$ cat src/rtl/sha256_msg_sched.sv
// SHA-256 message schedule: a 16-word circular buffer plus a 3-step datapath
// that computes W[t] for rounds 16..63 through one shared 32-bit adder.
module sha256_msg_sched (
   input  logic        clk,
   input  logic        reset_n,
   input  logic        start_new_block,
   input  logic        ctrl_start,
   input  logic        stn,
   input  logic [5:0]  round_t,
   input  logic [31:0] message_word_in,
   input  logic [3:0]  message_word_addr,
   input  logic        write_enable_in,
   output logic [31:0] wt_out,
   output logic        wt_valid
);

   typedef enum logic [1:0] {IDLE, S0, S1, S2} state_t;

   state_t      state;
   logic [31:0] w_mem [16];
   logic [31:0] reg_w;
   logic        pending;
   logic        wt_valid_reg;

   logic [3:0]  t4;
   logic [3:0]  addr_m15;
   logic [3:0]  addr_m7;
   logic [3:0]  addr_m2;
   logic        early;
   logic        go;
   logic        do_wb;
   logic [31:0] add_a;
   logic [31:0] add_b;
   logic [31:0] sum;

   function automatic logic [31:0] sigma0(input logic [31:0] x);
      return {x[6:0], x[31:7]} ^ {x[17:0], x[31:18]} ^ (x >> 3);
   endfunction

   function automatic logic [31:0] sigma1(input logic [31:0] x);
      return {x[16:0], x[31:17]} ^ {x[18:0], x[31:19]} ^ (x >> 10);
   endfunction

   // Offsets into the 16-entry ring wrap naturally in 4 bits.
   assign t4       = round_t[3:0];
   assign addr_m15 = t4 + 4'd1;
   assign addr_m7  = t4 + 4'd9;
   assign addr_m2  = t4 + 4'd14;
   assign early    = (round_t < 6'd16);
   assign go       = (state == IDLE) && !early && (pending || stn || ctrl_start);

   always_comb begin
      add_a = reg_w;
      add_b = 32'd0;
      case (state)
         S0: begin
            add_a = w_mem[t4];
            add_b = sigma0(w_mem[addr_m15]);
         end
         S1: add_b = w_mem[addr_m7];
         S2: add_b = sigma1(w_mem[addr_m2]);
         default: ;
      endcase
   end

   assign sum = add_a + add_b;

   always_ff @(posedge clk or negedge reset_n) begin
      if (!reset_n) begin
         state        <= IDLE;
         pending      <= 1'b0;
         reg_w        <= 32'd0;
         wt_valid_reg <= 1'b0;
      end else if (start_new_block) begin
         state        <= IDLE;
         pending      <= 1'b0;
         wt_valid_reg <= 1'b0;
      end else begin
         if (go)
            pending <= 1'b0;
         else if (stn || ctrl_start)
            pending <= 1'b1;

         // Rounds 0..15 read straight from the buffer; the datapath stays parked.
         if (early) begin
            state <= IDLE;
         end else begin
            case (state)
               IDLE: if (go) begin
                  state        <= S0;
                  wt_valid_reg <= 1'b0;
               end
               S0: begin
                  reg_w <= sum;
                  state <= S1;
               end
               S1: begin
                  reg_w <= sum;
                  state <= S2;
               end
               S2: begin
                  reg_w        <= sum;
                  wt_valid_reg <= 1'b1;
                  state        <= IDLE;
               end
               default: state <= IDLE;
            endcase
         end
      end
   end

   assign do_wb = (state == S2) && !early && !start_new_block;

   // Buffer has no reset; the external load is written last so it wins a collision.
   always_ff @(posedge clk) begin
      if (do_wb)
         w_mem[t4] <= sum;
      if (write_enable_in)
         w_mem[message_word_addr] <= message_word_in;
   end

   assign wt_out   = early ? w_mem[t4] : reg_w;
   assign wt_valid = early ? 1'b1 : wt_valid_reg;

endmodule

$ cat config.mk
export PLATFORM = sky130hd
export DESIGN_NAME = sha256_msg_sched
export DESIGN_NICKNAME = d
export VERILOG_FILES = /design/src/rtl/sha256_msg_sched.sv
export SDC_FILE = /design/constraint.sdc
export NUM_CORES = 2
export LEC_CHECK = 0
export BUFFER_PORTS_ARGS = -buffer_cell sky130_fd_sc_hd__buf_4
export CORE_MARGIN = 4
export CORE_UTILIZATION = 45
export DETAILED_ROUTE_END_ITERATION = 10
export PLACE_DENSITY = 0.71
export SETUP_SLACK_MARGIN = 0.3
export SKIP_CTS_REPAIR_TIMING = 1
export SYNTH_ARGS = -nofsm -noshare
export SYNTH_HDL_FRONTEND = slang
export SYNTH_SLANG_ARGS = --single-unit
$ cat constraint.sdc
create_clock -name clk -period 10.61 [get_ports clk]
set_input_delay 0.5305 -clock clk [delete_from_list [all_inputs] [get_ports clk]]
set_output_delay 0.5305 -clock clk [all_outputs]
set_load 0.01 [all_outputs]
==> Word-level counts from Yosys, hierarchy flattened <==
Memory sizes are Yosys's and may differ from the RTL's.
Cells that the tools add are included.
{ "classes": {"muxes": 19, "addsub": 4, "n_reduce_logical": 15, "eq_ne": 6, "order_cmp": 1, "bitwise_logic": 6} }
{ "ops": {"columns": ["cell", "count"], "rows": [
  ["$pmux 32 s3", 1],
  ["$mux 32", 2],
  ["$xor 32x32->32", 2],
  ["$add 32x32->32", 1],
  ["$xor 32x22->32", 1],
  ["$xor 32x29->32", 1],
  ["$mux 1", 11],
  ["$add 4x4->4 const B", 2],
  ["$pmux 2 s4", 1],
  ["$lt 6x5->1 const B", 1],
  ["$mux 2", 3],
  ["$reduce_and 3->1", 2],
  ["$reduce_bool 3->1", 2],
  ["$add 4x1->4 const B", 1],
  ["$eq 2x2->1 const B", 2],
  ["$logic_and 1x1->1", 4],
  ["$ne 4x4->1 const B", 1],
  ["$logic_or 1x1->1", 3],
  ["$ne 3x3->1 const B", 1],
  ["$reduce_or 3->1", 1],
  ["$eq 2x1->1 const B", 1],
  ["$logic_not 1->1", 2],
  ["$logic_not 2->1", 1],
  ["$ne 2x2->1 const B", 1],
  ["2 further kinds", 3]
]} }
{ "totals": {"ramBits": 512, "output_inout_bits": 33, "ff_bits": 36, "memories": 1} }
{ "mem_list": {"columns": ["memory", "depth", "width", "read_ports", "rd_clocked_by_memory_dff", "wr", "line_no", "text"], "rows": [
  ["w_mem", 16, 32, 4, 0, 2, "20", "logic [31:0] w_mem [16];"]
]} }

==> Depth between registers and ports, before layout <==
{ "logic_depth": {"word_depth": 8, "depth_mapped": 30, "ltp_nobuf": 19} }

==> Least setup slack after synthesis <==
OpenSTA, ideal clock, no wires.
{ "synth_timing": {"kind": "input port to flip-flop", "start": "input port round_t[0]", "end": "memory w_mem[10][19] (data pin)", "cell_stages": 27, "arrival_time_ns": 6.728, "setup_slack_ns": 3.612, "path_buffers": 10, "cell_sequence": "buf_6 -> buf_8 -> buf_6 -> buf_8 -> buf_6 -> buf_4 -> inv_1 -> ha_1 -> buf_2 -> buf_1 -> clkbuf_1 -> mux4_2 -> mux4_2 -> xnor2_1 -> xnor2_1 -> nand2_1 -> a31oi_1 -> ha_1 -> a211oi_1 -> o211ai_1 -> a22o_1 -> a21bo_2 -> a31o_2 -> a21o_1 -> a311oi_1 -> clkbuf_1 -> a21oi_1"} }
{ "synth_rtl": {"columns": ["item", "line_no", "text"], "rows": [
  ["start, declared", "9", "input logic [5:0] round_t,"],
  ["end, declared", "20", null]
]} }

==> flow_summary.toml <==
[outcome]
status = "complete, no violations"

[sta]
worst_pin_slew_ns = 1.29
fin_skew_ns = 0.0455
slew_viol_final = 0
finalHoldViolCount = 0
final.min_clock_period_ns = 7.94
tns_ns = 0
clock.fmax_mhz = 126
holdWs_ns = 0.0737
slew_headroom_pct = 13.2
setup_viol = 0
finalCritPeriodShare_pct = 74.8
rsz0062_at_grt = "no"

[layout]
mostFrequentLayoutCell = "nand2_1"
layout_common_cells = "568 x nand2_1, 512 x edfxtp_1, 444 x o21ai_0"
fin_util_pct = 48.9
top_regs = "w_mem: 512 flops, reg_w: 32 flops, state: 2 flops"
final_area_um2 = 41700
layout.nets = 3182
largest_reg_flops = 512
drive_above_1_share_pct = 25.5
largest_register = "w_mem"
area_delta_synth_final_pct = 8.09

[synth]
synth_seq_area_share_pct = 42.2
synthCells = 3226
synth-seq-cells = 548
synth-edff-count = 512
synthFlopType = "edfxtp_1"
yosys.area.top_type_share_pct = 39.9
synth_top_cell_by_area = "edfxtp_1"
syn_area_per_cell_um2 = 12.0
yosysWarnings = 0
synthTopCellsByArea = "edfxtp_1 40%, mux4_2 24%, o21ai_0 5.8%"
async_flop_share_pct = 6.57
ys_types = 65
synth_nets = 3316
syn-cell-area_um2 = 38600

[detailed_routing]
route.antenna.remaining_nets = 0
dr.pass1.iters = 7
vias_per_cell = 6.87
drt_iter0_drc = 4815
route.vias.total = 29431
wl_um = 134000
drc_errors = 0
wl_per_cell_um = 31.2

[pwr]
sw_frac_of_total_pct = 34.4
power_density_nw_per_um2 = 188
clock_power_share_pct = 25.7
share_seq_of_total_power_pct = 37.5
switchingPower_uw = 2690
leakagePower_uw = 0.0138
intPower_uw = 5120
total_power_uw = 7820
p_comb_share_pct = 36.7
ir_drop_mv = 0.151

[setup_path]
worstPathRequired_ns = 10.93
cp_data_arrival_time_ns = 8.26
timing.rr.start = "w_mem[6][19]$_DFFE_PP_"
reg2reg_slack_ns = 4.31
r2r_end = "w_mem[6][30]$_DFFE_PP_"
rr_worst_depth = 17
cp-start-kind = "primary input"
setup.worst_path.end_class = "flip-flop"
path_max_fanout = 80
path_class = "primary input to flip-flop"

[cts]
clk_latency_ns = 0.66
cts_htree_levels = 2
tritoncts = "done"
cts.sink_count = 548
clk_pin_slew_worst_paths_ns = 0.06
cts_buffers = 56
clockBufferDepth = 3
cts_root_buffer = "clkbuf_16"

[global_routing]
antenna_found_initial = 5
grt_pass1_vias = 27304
grt-ovfl-total = 0
grt_start_max_net_pins = 122
grt_usage_pct = 29.2
grt_pass1_wl_um = 192000

[die]
io_pins = 81
die_h_um = 301
core_um2 = 85100
rows = 107
die_area_um2 = 90400
die_w_um = 301
start_util_pct = 45.3

[placement]
placed_area_um2 = 39800
dp_hpwl_um = 84100
portBuffers = 80
gp_congestion = 1.05

[hold_path]
hold_path_depth = 2
min_from = "start_new_block"
hold_class = "primary input to flip-flop"
min_to = "pending$_DFFE_PN0P_"

[job]
cap_violations = 0
==> cells by family after synthesis <==
family | synth area share (%)
AND/OR/NAND/NOR | 8.16
adder cells (fa/ha/maj) | 1.38
XOR/XNOR | 3.22
flip-flops | 42.2
multiplexers | 30.9
buffers and inverters | 4.46
AO/OA/AOI/OAI | 9.71
==> layout make-up <==
| type | instances | area, um2 |
|---|---|---|
| Antenna cell | 3 | 7.51 |
| Clock buffer | 77 | 1570 |
| Clock inverter | 27 | 243 |
| Fill cell | 7390 | 43500 |
| Inverter | 20 | 75.1 |
| Multi-Input combinational cell | 2314 | 20800 |
| Sequential cell | 548 | 16300 |
| Tap cell | 1144 | 1430 |
| Timing Repair Buffer | 152 | 1230 |
==> metal layers <==
layer	up-vias	global-route usage (%)	share of wire (%)
met2	2389	43.4	44
li1	12073	-	-
met1	14514	38.7	35
met4	4	14.5	6.2
met3	451	9.58	15
met5	-	0	0.022
==> power groups by stage <==
stage / Combinational, uW / Clock [uW] / Sequential, uW
final: 2870 / 2010 / 2930
after global routing: 3080 / 2100 / 2950
after CTS: 2800 / 2010 / 2930
after detailed placement: 2800 / 0 / 2970
after global placement: 2720 / 0 / 2960
after floorplan: 1980 / 0 / 2940
==> synthesized netlist by cell type, types with 19 or more instances <==
cell	n
edfxtp_1	512
buf_1	34
buf_4	33
buf_2	33
ha_1	41
a22oi_1	21
o21ai_0	444
o31ai_1	19
nor2_1	120
mux2i_1	148
xnor2_1	116
a21oi_1	124
mux2_2	105
clkbuf_1	221
inv_1	19
xor2_1	24
dfrtp_1	36
mux4_2	403
nand2_1	585
==> worst max-delay path: stages <==
cell and delay, ns:
buf_8 0.58, inv_1 0.26, ha_4 0.98, buf_12 0.37
mux4_2 0.35, mux2i_1 0.71, mux2i_1 0.31, xnor2_1 0.21
xnor2_1 0.17, nand2_1 0.07, a21oi_1 0.08, ha_1 0.27
a21o_1 0.20, a2111oi_0 0.44, o21ai_0 0.17, o21ai_1 0.56
o21ai_1 0.30, a211oi_1 0.35, xor2_1 0.96, o21ai_0 0.26
==> per-stage QoR <==
| stage | instances | worst slack (ns) |
|---|---|---|
| after floorplan | 3226 | 3.61 |
| after global placement | 4176 | 2.53 |
| after detailed placement | 4176 | 2.37 |
| after CTS | 4280 | 3.02 |
| after global routing | 4283 | 2.07 |
| final | 4285 | 2.67 |
==> worst max path at each step <==
| stage | from | endpoint | slack (ns) |
|---|---|---|---|
| 6_report | round_t[0] | w_mem[6][30]$_DFFE_PP_ | 2.67 |
| 5_1_grt | round_t[0] | w_mem[6][30]$_DFFE_PP_ | 2.07 |
| 2_1_floorplan | round_t[0] | w_mem[10][19]$_DFFE_PP_ | 3.61 |
| 3_5_place_dp | round_t[0] | w_mem[3][30]$_DFFE_PP_ | 2.37 |
| 3_3_place_gp | round_t[1] | w_mem[2][24]$_DFFE_PP_ | 2.53 |
| 4_1_cts | round_t[0] | w_mem[6][30]$_DFFE_PP_ | 3.02 |
Power figures use the tool's default switching activity.
